## src/rtl/acq_seq_pkg.sv

```systemverilog
// Shared state encodings and default widths for the acquisition sequencer.
package acq_seq_pkg;

    typedef enum logic [1:0] {
        ST_IDLE        = 2'd0,
        ST_TRIGGER     = 2'd1,
        ST_WAIT_FRAME  = 2'd2,
        ST_WAIT_PERIOD = 2'd3
    } acq_state_t;

    localparam int ACQ_PERIOD_W_DEFAULT  = 32;
    localparam int ACQ_COUNT_W_DEFAULT   = 16;
    localparam int ACQ_TIMEOUT_W_DEFAULT = 24;

endpackage

```

## src/rtl/acq_down_counter.sv

```systemverilog
// Loadable down counter that saturates at zero; used for the frame period and the watchdog.
module acq_down_counter #(
    parameter int WIDTH = 16
) (
    input  logic             master_clock,
    input  logic             reset,
    input  logic             load,
    input  logic [WIDTH-1:0] load_value,
    input  logic             enable,
    output logic             is_zero
);

    logic [WIDTH-1:0] count_reg;

    always_ff @(posedge master_clock) begin
        if (reset) begin
            count_reg <= '0;
        end else if (load) begin
            count_reg <= load_value;
        end else if (enable && (count_reg != '0)) begin
            count_reg <= count_reg - 1'b1;
        end
    end

    assign is_zero = (count_reg == '0);

endmodule

```

## src/rtl/acquisition_sequencer.sv

```systemverilog
// Frame-level trigger/run controller for the S15611 acquisition path.
// Optional watchdog built only when ACQ_SEQ_WATCHDOG_EN is defined.
module acquisition_sequencer
    import acq_seq_pkg::*;
#(
    parameter int PERIOD_W  = ACQ_PERIOD_W_DEFAULT,
    parameter int COUNT_W   = ACQ_COUNT_W_DEFAULT,
    parameter int TIMEOUT_W = ACQ_TIMEOUT_W_DEFAULT
) (
    input  logic                 master_clock,
    input  logic                 reset,
    input  logic                 cmd_start,
    input  logic                 cmd_stop,
    input  logic [COUNT_W-1:0]   cfg_frame_count,
    input  logic [PERIOD_W-1:0]  cfg_period,
    input  logic [TIMEOUT_W-1:0] cfg_timeout,
    input  logic                 data_tvalid,
    input  logic                 data_tready,
    input  logic                 data_tlast,
    output logic                 frame_trigger,
    output logic                 acq_enable,
    output logic                 busy,
    output logic [COUNT_W-1:0]   frame_index,
    output logic                 timeout_err,
    output logic [3:0]           dbg_state
);

    acq_state_t          state_reg;
    acq_state_t          state_next;
    logic [COUNT_W-1:0]  count_shadow_reg;
    logic [PERIOD_W-1:0] period_shadow_reg;
    logic [COUNT_W-1:0]  frame_index_reg;
    logic [COUNT_W-1:0]  index_inc;
    logic                stop_pending_reg;
    logic                frame_trigger_reg;
    logic                acq_enable_reg;
    logic                busy_reg;
    logic [3:0]          dbg_state_reg;

    logic                completion;
    logic                frame_done;
    logic                run_done;
    logic                start_ok;
    logic                wd_expired;
    logic                period_zero;
    logic [PERIOD_W-1:0] period_src;
    logic [PERIOD_W-1:0] period_load;

    assign completion = data_tvalid & data_tready & data_tlast;
    assign frame_done = (state_reg == ST_WAIT_FRAME) && completion;
    assign index_inc  = frame_index_reg + 1'b1;
    assign start_ok   = cmd_start & ~cmd_stop;
    assign run_done   = ((count_shadow_reg != '0) && (index_inc == count_shadow_reg))
                        || stop_pending_reg || cmd_stop;

    // The first trigger of a run is scheduled while the shadows are still being latched.
    assign period_src  = (state_reg == ST_IDLE) ? cfg_period : period_shadow_reg;
    assign period_load = (period_src == '0) ? '0 : period_src - 1'b1;

    always_comb begin
        state_next = state_reg;
        case (state_reg)
            ST_IDLE: begin
                if (start_ok) state_next = ST_TRIGGER;
            end
            ST_TRIGGER: begin
                state_next = ST_WAIT_FRAME;
            end
            ST_WAIT_FRAME: begin
                if (frame_done) begin
                    if (run_done)         state_next = ST_IDLE;
                    else if (period_zero) state_next = ST_TRIGGER;
                    else                  state_next = ST_WAIT_PERIOD;
                end else if (wd_expired) begin
                    state_next = ST_IDLE;
                end
            end
            ST_WAIT_PERIOD: begin
                if (cmd_stop)         state_next = ST_IDLE;
                else if (period_zero) state_next = ST_TRIGGER;
            end
            default: state_next = ST_IDLE;
        endcase
    end

    // Loaded on entry to TRIGGER so the counter hits zero exactly one cycle before the next slot.
    acq_down_counter #(
        .WIDTH(PERIOD_W)
    ) u_period_counter (
        .master_clock(master_clock),
        .reset       (reset),
        .load        (state_next == ST_TRIGGER),
        .load_value  (period_load),
        .enable      (1'b1),
        .is_zero     (period_zero)
    );

`ifdef ACQ_SEQ_WATCHDOG_EN
    logic [TIMEOUT_W-1:0] timeout_shadow_reg;
    logic                 timeout_err_reg;
    logic                 wd_zero;

    acq_down_counter #(
        .WIDTH(TIMEOUT_W)
    ) u_watchdog (
        .master_clock(master_clock),
        .reset       (reset),
        .load        (state_reg == ST_TRIGGER),
        .load_value  (timeout_shadow_reg),
        .enable      (state_reg == ST_WAIT_FRAME),
        .is_zero     (wd_zero)
    );

    assign wd_expired = (state_reg == ST_WAIT_FRAME) && (timeout_shadow_reg != '0) && wd_zero;

    always_ff @(posedge master_clock) begin
        if (reset) begin
            timeout_shadow_reg <= '0;
            timeout_err_reg    <= 1'b0;
        end else if ((state_reg == ST_IDLE) && start_ok) begin
            timeout_shadow_reg <= cfg_timeout;
            timeout_err_reg    <= 1'b0;
        end else if (wd_expired && !frame_done) begin
            timeout_err_reg    <= 1'b1;
        end
    end

    assign timeout_err = timeout_err_reg;
`else
    logic unused_cfg_timeout;
    assign unused_cfg_timeout = ^cfg_timeout;
    assign wd_expired         = 1'b0;
    assign timeout_err        = 1'b0;
`endif

    always_ff @(posedge master_clock) begin
        if (reset) begin
            state_reg         <= ST_IDLE;
            count_shadow_reg  <= '0;
            period_shadow_reg <= '0;
            frame_index_reg   <= '0;
            stop_pending_reg  <= 1'b0;
            frame_trigger_reg <= 1'b0;
            acq_enable_reg    <= 1'b0;
            busy_reg          <= 1'b0;
            dbg_state_reg     <= 4'd0;
        end else begin
            state_reg         <= state_next;
            frame_trigger_reg <= (state_next == ST_TRIGGER);
            acq_enable_reg    <= (state_next == ST_TRIGGER) || (state_next == ST_WAIT_FRAME);
            busy_reg          <= (state_next != ST_IDLE);
            dbg_state_reg     <= 4'(state_next);

            if ((state_reg == ST_IDLE) && start_ok) begin
                count_shadow_reg  <= cfg_frame_count;
                period_shadow_reg <= cfg_period;
                frame_index_reg   <= '0;
            end else if (frame_done) begin
                frame_index_reg   <= index_inc;
            end

            // A stop during a frame is deferred so the packet in flight is never cut short.
            if (state_next == ST_IDLE) begin
                stop_pending_reg <= 1'b0;
            end else if (cmd_stop && ((state_reg == ST_TRIGGER) || (state_reg == ST_WAIT_FRAME))) begin
                stop_pending_reg <= 1'b1;
            end
        end
    end

    assign frame_trigger = frame_trigger_reg;
    assign acq_enable    = acq_enable_reg;
    assign busy          = busy_reg;
    assign frame_index   = frame_index_reg;
    assign dbg_state     = dbg_state_reg;

endmodule

```

## config.mk

```make
export PLATFORM = sky130hd
export DESIGN_NAME = acquisition_sequencer
export DESIGN_NICKNAME = d
export VERILOG_FILES = /design/src/rtl/acq_seq_pkg.sv /design/src/rtl/acq_down_counter.sv /design/src/rtl/acquisition_sequencer.sv
export SDC_FILE = /design/constraint.sdc
export NUM_CORES = 1
export LEC_CHECK = 0
export CORE_UTILIZATION = 45
export DETAILED_ROUTE_END_ITERATION = 8
export DONT_BUFFER_PORTS = 1
export SETUP_SLACK_MARGIN = 0.2
export SLEW_MARGIN = 5
export SYNTH_ARGS = -nofsm -noshare
export SYNTH_HDL_FRONTEND = slang
export SYNTH_HIERARCHICAL = 1
export SYNTH_SLANG_ARGS = --single-unit
```

## constraint.sdc

```tcl
create_clock -name master_clock -period 10 [get_ports master_clock]
set_clock_uncertainty 0.1 [all_clocks]
set_input_delay 0.5 -clock master_clock [delete_from_list [all_inputs] [get_ports master_clock]]
set_output_delay 0.5 -clock master_clock [all_outputs]
set_load 0.01 [all_outputs]
```

=== Word level (Yosys, flattened, before mapping) ===
Cells that the tools add are included.

* Register bits after elaboration: 104
* Logic and storage cells: 52

* Reduce and logical (&&, ||, !) cells: 18
* Muxes and demuxes: 11
* Bitwise logic cells: 4
* Add/sub/neg operators: 3
* Equality and inequality tests: 6

{| class="wikitable"
|+ Operators with widths
! kind !! count
|-
| two-way mux 32 bit || 4
|-
| logical NOT 32 bit || 2
|-
| subtractor 32 x 1 -> 32 bit (second input constant) || 2
|-
| nonzero test 32 bit || 1
|-
| adder 16 x 1 -> 16 bit (second input constant) || 1
|-
| == test 16 bit || 1
|-
| nonzero test 16 bit || 1
|-
| two-way mux 2 bit || 6
|-
| case mux 2 bit (4 select lines) || 1
|-
| == test 2 bit (second input constant) || 3
|-
| == test 2 x 1 -> 1 bit (second input constant) || 2
|-
| logical AND 1 bit || 4
|-
| logical NOT 2 bit || 2
|-
| logical OR 1 bit || 4
|-
| nonzero test 2 bit || 2
|-
| OR reduction 2 bit || 2
|-
| bitwise AND 1 bit || 3
|-
| inverter 1 bit || 1
|}

=== Depth between registers and ports, before layout ===
Gate-level depths: netlist of run 1.

* Word-level depth: 10
* Mapped depth: 19
* Gate-level depth less buffers: 15

=== Modules after synthesis ===
The synthesis of run 1 kept the hierarchy.

{| class="wikitable"
|+ By module, submodules not included
! module !! seq. area each (µm²) !! area each (µm²) !! cells an instance !! times used
|-
| acquisition_sequencer || 1401.3 || 4767.1 || 641 || 1
|-
| acq_down_counter || 640.6 || 1993.2 || 233 || 1
|}

=== Worst setup path before layout of run 1 ===
No wires, ideal clock.

* Kind: register to register
* Start point: reg, netlist name dbg_state[1]
* End point: reg u_period_counter.count_reg[13]
* Setup slack: 5.592 ns
* Data required time: 9.763 ns
* Cell stages (with the launch flop): 20
* Arrival: 4.171 ns
* Cells stage by stage: dfxtp_1 inv_1 ha_1 buf_6 buf_2 buf_2 buf_1 buf_1 clkbuf_1 mux2i_1 ha_1 nand2_1 nor4_2 nand3_1 nor3_1 buf_2 buf_1 nor2_1 o21bai_1 a31oi_1

{| class="wikitable"
|+ RTL lines
! element !! line !! source
|-
| end signal, assigned || acq_down_counter.sv:19 || <nowiki>count_reg <= load_value;</nowiki>
|-
| end signal, assigned || acq_down_counter.sv:21 || <nowiki>count_reg <= count_reg - 1'b1;</nowiki>
|-
| end, declared || acq_down_counter.sv:13 || <nowiki>logic [WIDTH-1:0] count_reg;</nowiki>
|}

==> results by group, run 1 <==
Synth
  • Post-synth ARST share: 0%
  • Library cells used by synthesis: between 70 and 80
  • Count of warnings emitted by yosys: 6
  • Synth Flop Type: dfxtp_1
  • Sequential share of the synthesized area: between 30% and 40%
  • Number of enable flip-flop cells after synthesis: 0
  • Area of the mapped netlist: 6760 um2
  • Synth Instances: between 800 and 900
  • FF+latch count, synth: 102
  • Syn Area/Cell: 7.73 um2

Timing
  • Fin. Hold Viols: 0
  • Hold_ws: roughly 0.12 ns
  • Fmax achieved: 218 MHz
  • Final setup vio count: 0
  • Post-layout min period: 4.58 ns
  • Slew HR: a little over a third
  • Setup_tns: 0 ns
  • Final period util: roughly 46%
  • PnR worst setup slack: 5.42 ns
  • RSZ-0062 raised after global routing: false
  • Slew @ Worst Pin: around 0.96 ns
  • Slew Limit Fails: 0

Finish
  • Post-Layout Cell Count: between 1k and 1.5k
  • Fraction of layout cells with a size suffix above 1: 7.12%
  • Commonest non-fill, non-tap cell in the layout: nand2_1
  • FILL cells: 1450
  • Area grow syn2layout: 5.48%
  • Commonest cells after routing, fill and taps aside: 137 x nand2_1, 102 x dfxtp_1, 89 x nor2_1, 64 x a21oi_1, 37 x xnor2_1
  • Net count, final: between 900 and 1k
  • Area of the multi-input gates: ~4500 um2
  • # diodes: 0
  • Final instance area: approximately 7100 um2
  • FF/Latch Area: around 2000 um2
  • Util after Layout: between 40 and 50%

Clocking
  • Clock sinks: between 100 and 150
  • H-tree depth: 3
  • Clock Latency Late Sink: approximately 0.36 ns
  • Post-CTS Resized: 0
  • CTS Buf Count: 9
  • Clk buf depth: 2
  • Postcts setup bufs: 0
  • Clock Tree Root: clkbuf_16
  • Post-CTS Hold Fix Bufs: 0
  • Clock transition at path regs: about 0.07 ns
  • CTS tree: done

Critical path
  • Slowest-stage cell, CP: buf_4
  • WP data arrival: ~4.7 ns
  • Crit. End Element: register
  • CP required: approximately 10 ns
  • CP max FO: 85
  • Critical setup path kind: reg2reg
  • Worst-path cell chain: inv_1 > ha_4 > buf_4 > or3b_1 > a22o_1 > nor4_2 > nand3_1 > nor3_2 > buf_4 > nor2_1 > nor2_1 > a311oi_1
  • Worst reg2reg path depth: 12
  • Startpoint types: register
  • Critical Path Max Stage Delay: between 0.6 and 0.7 ns

Drt
  • Drt total wl: 17700 um
  • Drt via density: approximately 6
  • Routed len/inst: between 15 and 20 um
  • Vias: between 6k and 7k
  • Met1 WL: 8620 um
  • Met3 WL: 984 um
  • ANT nets after route: 0
  • DRT iter0 DRCs: between 300 and 400
  • Top Layer Used: met5
  • DR WL met2: around 8000 um
  • DRT Pass-1 Iters: 5
  • Residual DRC: 0

Run status
  • Status: finished, final reports clean

Global routing
  • Initial antenna violation count: 1
  • Largest net degree at the start of global routing: 94
  • Tot GR Track Use: between 20% and 30%
  • Total grt overflow: 0
  • Global-route wire length before repair: between 20000 and 30000 um
  • Vias in the first global route: between 5k and 6k

Power
  • Final Total Pwr: 2.05 mW
  • Pwr dens: slightly below 300 nW/um2
  • Pleak: ~2.4 nW
  • Max IR drop VDD: roughly 0.00025 V

Min path
  • Min-delay worst type: in2reg
  • Hold depth: 1

Place
  • HPWL Detailed: 12600 um
  • DP Area: 6820 um2
  • Placed Instances: 1011
  • Gp weighted congestion: approximately 0.85
  • Port Buffers: 0
  • Pre-CTS WS: ~5.5 ns

Run
  • Max cap viols: 0

Floorplan
  • IO Pins: 103
  • Row count: 44
  • Initial core utilization: 46.3%
  • Width of the die: roughly 120 um
  • Core ar.: about 15000 um2
  • Die ar.: between 15000 and 20000 um2
  • Die height: about 120 um
final cells by class:
type                            count  area share (%)
Tap cell                          184            3.23
Multi-Input combinational cell    709            62.7
Inverter                           12           0.632
Sequential cell                   102            28.6
Timing Repair Buffer                4           0.421
Clock inverter                      6            1.21
Clock buffer                       10            3.21
cell families after synthesis:
family                     count (synthesis)  share of synthesized area, %
muxes                                     32                          4.98
buffers and inverters                     70                          4.37
adders and majority gates                  9                          1.67
other                                      2                         0.111
xor gates and xnor gates                  61                          7.90
AOI/OAI and AO/OA                        182                          18.9
and+or+nand+nor                          416                          31.9
DFF                                      102                          30.2
final timing paths:
kind                              from                             end  slack [ns]
hold / removal                   reset           period_shadow_reg[29]        0.12
hold reg to reg   period_shadow_reg[6]            period_shadow_reg[6]        0.36
setup / recovery          dbg_state[0]  u_period_counter/count_reg[12]        5.42
setup reg to reg          dbg_state[0]  u_period_counter/count_reg[12]        5.42
power breakdown:
group | total, mW | internal, mW | switching [mW]
Clock | 0.382 | 0.219 | 0.162
Combinational | 1.11 | 0.430 | 0.676
Sequential | 0.568 | 0.486 | 0.0817
critical path, delay by kind of cell (launching register included):
kind / cells / cell delay (ns)
AO/OA/AOI/OAI: 2 / 0.41
adder cells (fa/ha/maj): 1 / 0.14
buffers and inverters: 3 / 1.18
flip-flops: 1 / 0.39
AND/OR/NAND/NOR: 6 / 2.15
Yosys cell counts (4+ instances only):
library cell,n,area share (%)
a2111oi_0,4,0.52
a211oi_1,9,1.0
a21oi_1,64,4.7
a311oi_1,13,1.7
a311oi_2,6,1.3
a31oi_1,10,0.93
and2_1,5,0.46
and3_1,4,0.37
and4_1,7,0.91
buf_1,4,0.22
buf_2,5,0.37
clkbuf_1,44,2.4
dfxtp_1,102,30
ha_1,9,1.7
inv_1,11,0.61
mux2i_1,28,4.1
nand2_1,137,7.6
nand2b_1,7,0.65
nand3_1,14,1.0
nand4_1,11,1.0
nor2_1,89,4.9
nor2b_1,8,0.74
nor3_1,36,2.7
nor3b_1,14,1.6
nor4_1,19,1.8
o21ai_0,9,0.67
o21ai_1,6,0.44
o22ai_1,5,0.46
o31a_1,6,0.78
o31ai_1,12,1.3
o41ai_1,4,0.52
or2_2,10,0.93
or3_1,18,1.7
or4_1,11,1.2
xnor2_1,37,4.8
xor2_1,24,3.1
metal layers:
| layer | vias up | global-route usage, % |
|---|---|---|
| met1 | 2841 | 31.8 |
| met3 | 14 | 5.03 |
| met4 | 2 | 4.68 |
| met5 | - | 0 |
| met2 | 150 | 36.1 |
| li1 | 3089 | - |
Power figures use the tool's default switching activity.
==> inputs of run 2 (changes only) <==
--- a/config.mk
+++ b/config.mk
@@ -5,6 +5,7 @@
 export SDC_FILE = /design/constraint.sdc
 export NUM_CORES = 1
 export LEC_CHECK = 0
+export ABC_AREA = 1
 export CORE_UTILIZATION = 45
 export DETAILED_ROUTE_END_ITERATION = 8
 export DONT_BUFFER_PORTS = 1
==> constraint.sdc (replaced) <==
create_clock -name master_clock -period 4.7 [get_ports master_clock]
set_clock_uncertainty 0.1 [all_clocks]
set_input_delay 0.235 -clock master_clock [delete_from_list [all_inputs] [get_ports master_clock]]
set_output_delay 0.235 -clock master_clock [all_outputs]
set_load 0.01 [all_outputs]
==> run 2 against run 1 <==
Net effect:
- register-to-register slack got worse by 4.5 ns
- maximum frequency up 20%
- via count grew 14%
- highest routed layer is now met4
- core utilization increased by 2.3 points
- critical path depth rose by 10
- design area increased by 14%
- sequential share of layout area decreased by 3.5 points
- non-clock buffer count grew 51
- cell count is 34% higher
- critical path type unchanged
- critical endpoint is now u_period_counter/count_reg[31]
- synthesized area increased by 7.3%
- count of clock-buffer cells in the layout rose by 1
- sequential power grew 92%
==> results by group, run 2 <==
Clocking
  • Clock Tree Root: clkbuf_16
  • CTS tree: done
  • Clock Latency Late Sink: 0.36 ns (about the same)
  • Postcts setup bufs: 0 (unchanged)
  • Clock transition at path regs: 0.07 ns (about the same)
  • H-tree depth: 3 (unchanged)
  • CTS Buf Count: 9 (unchanged)
  • Clock sinks: 102 (unchanged)
  • Post-CTS Hold Fix Bufs: 47 (+47)
  • Clk buf depth: 2 (unchanged)
  • Post-CTS Resized: 0 (unchanged)

Floorplan
  • Die ar.: 16600 um2 (+7.2%)
  • Width of the die: 129 um (+3.5%)
  • Row count: 46 (+4.5%)
  • Die height: 129 um (+3.5%)
  • Initial core utilization: 45.8% (-0.52 points)
  • Core ar.: 15800 um2 (+8.5%)
  • IO Pins: 103 (unchanged)

Power
  • Pwr dens: 393 nW/um2 (+36%)
  • NetSw: 1.33 mW (+45%)
  • Max IR drop VDD: 0.000193 V (-22%)
  • Final Total Pwr: 3.18 mW (+55%)
  • Part of the power in combinational logic: 42.6% (-11 points)
  • Pleak: 3.63 nW (+48%)
  • Clk pwr share: 23.2% (+4.6 points)
  • Sw Ratio: 41.9% (-2.9 points)
  • Internal Power: 1.85 mW (+63%)
  • Seq pwr share: 34.2% (+6.6 points)

Timing
  • Final period util: 81.3% (+35 points)
  • Slew Limit Fails: 0 (unchanged)
  • Setup_tns: 0 ns (unchanged)
  • Final setup vio count: 0 (unchanged)
  • Fin. Hold Viols: 0 (unchanged)
  • RSZ-0062 raised after global routing: false
  • Slew HR: 55.7% (+20 points)
  • Post-layout min period: 3.82 ns (-0.763 ns)
  • Fmax achieved: 262 MHz (+20%)
  • Slew @ Worst Pin: 0.662 ns (-0.297 ns)

Drt
  • Vias: 6919 (+14%)
  • Top Layer Used: met4
  • DRT iter0 DRCs: 541 (+52%)
  • Drt via density: 5.01 (-16%)
  • Met1 WL: 9680 um (+12%)
  • Met3 WL: 1010 um (+2.7%)
  • Drt total wl: 18800 um (+6.3%)
  • Residual DRC: 0 (unchanged)
  • Routed len/inst: 13.7 um (-21%)
  • DRT Pass-1 Iters: 5 (unchanged)
  • DR WL met2: 7930 um (about the same)
  • ANT nets after route: 0 (unchanged)

Finish
  • Fraction of layout cells with a size suffix above 1: 9.45% (+2.3 points)
  • Commonest cells after routing, fill and taps aside: 257 x nand2_1, 204 x nor2_1, 106 x inv_1, 102 x dfxtp_1, 77 x nand3_1
  • # diodes: 0 (unchanged)
  • Area grow syn2layout: 11.8%
  • Commonest non-fill, non-tap cell in the layout: nand2_1
  • FILL cells: 1621 (+12%)
  • FF/Latch Area: 2040 um2 (unchanged)
  • Net count, final: 1247 (+35%)
  • Util after Layout: 51.2% (+2.3 points)
  • Area of the multi-input gates: 4530 um2 (+1.5%)

Synth
  • Syn Area/Cell: 6.40 um2 (-17%)
  • Count of warnings emitted by yosys: 6 (unchanged)
  • Top cells by area, synth: dfxtp_1 28%, nand2_1 13%, nor2_1 11%, inv_1 5.5%, nand3_1 5.3%
  • Library cells used by synthesis: 50 (-35%)
  • Sequential share of the synthesized area: 28.2% (-2.0 points)
  • Number of enable flip-flop cells after synthesis: 0 (unchanged)
  • Area of the mapped netlist: 7250 um2 (+7.3%)
  • Synth cell count leaders: 257 x nand2_1, 205 x nor2_1, 106 x inv_1
  • FF+latch count, synth: 102 (unchanged)
  • Dominant cell by count in the synthesized netlist: nand2_1
  • Synth Instances: 1133 (+30%)
  • Yosys top cell by area: dfxtp_1
  • Synth top area share: 28.2% (-2.0 points)
  • Post-synth ARST share: 0% (unchanged)
  • Synth Flop Type: dfxtp_1

Critical path
  • R2R Setup Slk: 0.88 ns (-4.54 ns)
  • Crit. End Element: register
  • CP max FO: 28 (-67%)
  • Startpoint types: register
  • CP required: 4.90 ns (-5.19 ns)
  • WP data arrival: 4.02 ns (-0.65 ns)
  • Worst reg2reg path depth: 22 (+10)
  • Critical setup path kind: reg2reg

Run status
  • Status: finished, final reports clean

Global routing
  • Vias in the first global route: 6215 (+8.5%)
  • Total grt overflow: 0 (unchanged)
  • Initial antenna violation count: 0 (-1)
  • Tot GR Track Use: 23.8% (+0.98 points)
  • Largest net degree at the start of global routing: 60 (-36%)
  • Global-route wire length before repair: 31200 um (+7.4%)

Place
  • HPWL Detailed: 13500 um (+6.8%)
  • Port Buffers: 0 (unchanged)
  • Gp weighted congestion: 0.912 (+7.6%)

Min path
  • Hold depth: 2 (+1)
  • Min-delay worst type: in2reg

Run
  • Max cap viols: 0 (unchanged)
==> run 2: changes by cell type in the layout (fill, tap and decap cells not counted), sizes merged, moves of 21 or more <==
cell	delta
dlygate4sd3	+46
inv	+101
nand2	+130
nand3	+62
nor2	+150
nor4	-21
o21ai	+54
or3	-21
xnor2	-25
==> run 2: critical path, stage by stage (launching register included) <==
cell	delay, ns
dfxtp_1	0.51
ha_1	0.24
nand2_1	0.10
nor2_2	0.40
nand3_1	0.17
nand3_1	0.17
nand2_1	0.07
nor2_1	0.13
nand3_1	0.09
nor2_1	0.10
nand2_1	0.10
nand3_1	0.08
nand2_1	0.05
nand2_1	0.08
nand2_1	0.08
ha_1	0.20
buf_4	0.20
inv_1	0.12
buf_4	0.22
nand2_4	0.23
nor2_1	0.18
nor2_1	0.06
nor2_1	0.07
==> run 2: layout make-up <==
class                           count  share of cell area [%]
Inverter                          115                    5.39
Tap cell                          216                    3.33
Clock inverter                      5                   0.401
Sequential cell                   102                    25.2
Clock buffer                       11                    3.12
Multi-Input combinational cell    876                    55.9
Timing Repair Buffer               55                    6.67
==> run 2: layer usage <==
layer	vias up	track usage, %
met2	164	35.4
met4	0	6.85
met1	3078	35.6
met3	16	3.08
met5	-	0
li1	3661	-
==> run 2: per-stage QoR <==
step	setup slack (ns)	instance area [um2]	hold WS [ns]	std cells
floorplan	1.58	7260	0.270	1136
global placement	0.936	7340	0.205	1317
detailed placement	0.910	7340	0.208	1317
CTS	0.897	8110	0.0112	1380
global route	0.427	8110	0.0419	1380
finish	0.881	8110	0.0171	1380
==> run 2: kinds of logic after synthesis <==
group | after synthesis | synth area share (%)
and+or+nand+nor | 650 | 40.9
AOI/OAI and AO/OA | 151 | 11.6
muxes | 13 | 1.79
other | 2 | 0.104
adders and majority gates | 9 | 1.55
buffers and inverters | 158 | 9.52
DFF | 102 | 28.2
xor gates and xnor gates | 48 | 6.37
==> run 2: worst paths after layout <==
check / from / end
max: frame_index[0] / u_period_counter/count_reg[31]
min: cfg_frame_count[6] / count_shadow_reg[6]
max reg2reg: frame_index[0] / u_period_counter/count_reg[31]
min reg2reg: period_shadow_reg[14] / period_shadow_reg[14]
==> run 2: power by group through the flow <==
stage	registers [mW]	clock network (mW)	logic [mW]
after floorplan	1.08	0	1.11
after global placement	1.11	0	1.30
after detailed placement	1.11	0	1.31
after CTS	1.09	0.759	1.36
after global routing	1.11	0.786	1.55
final	1.09	0.738	1.36
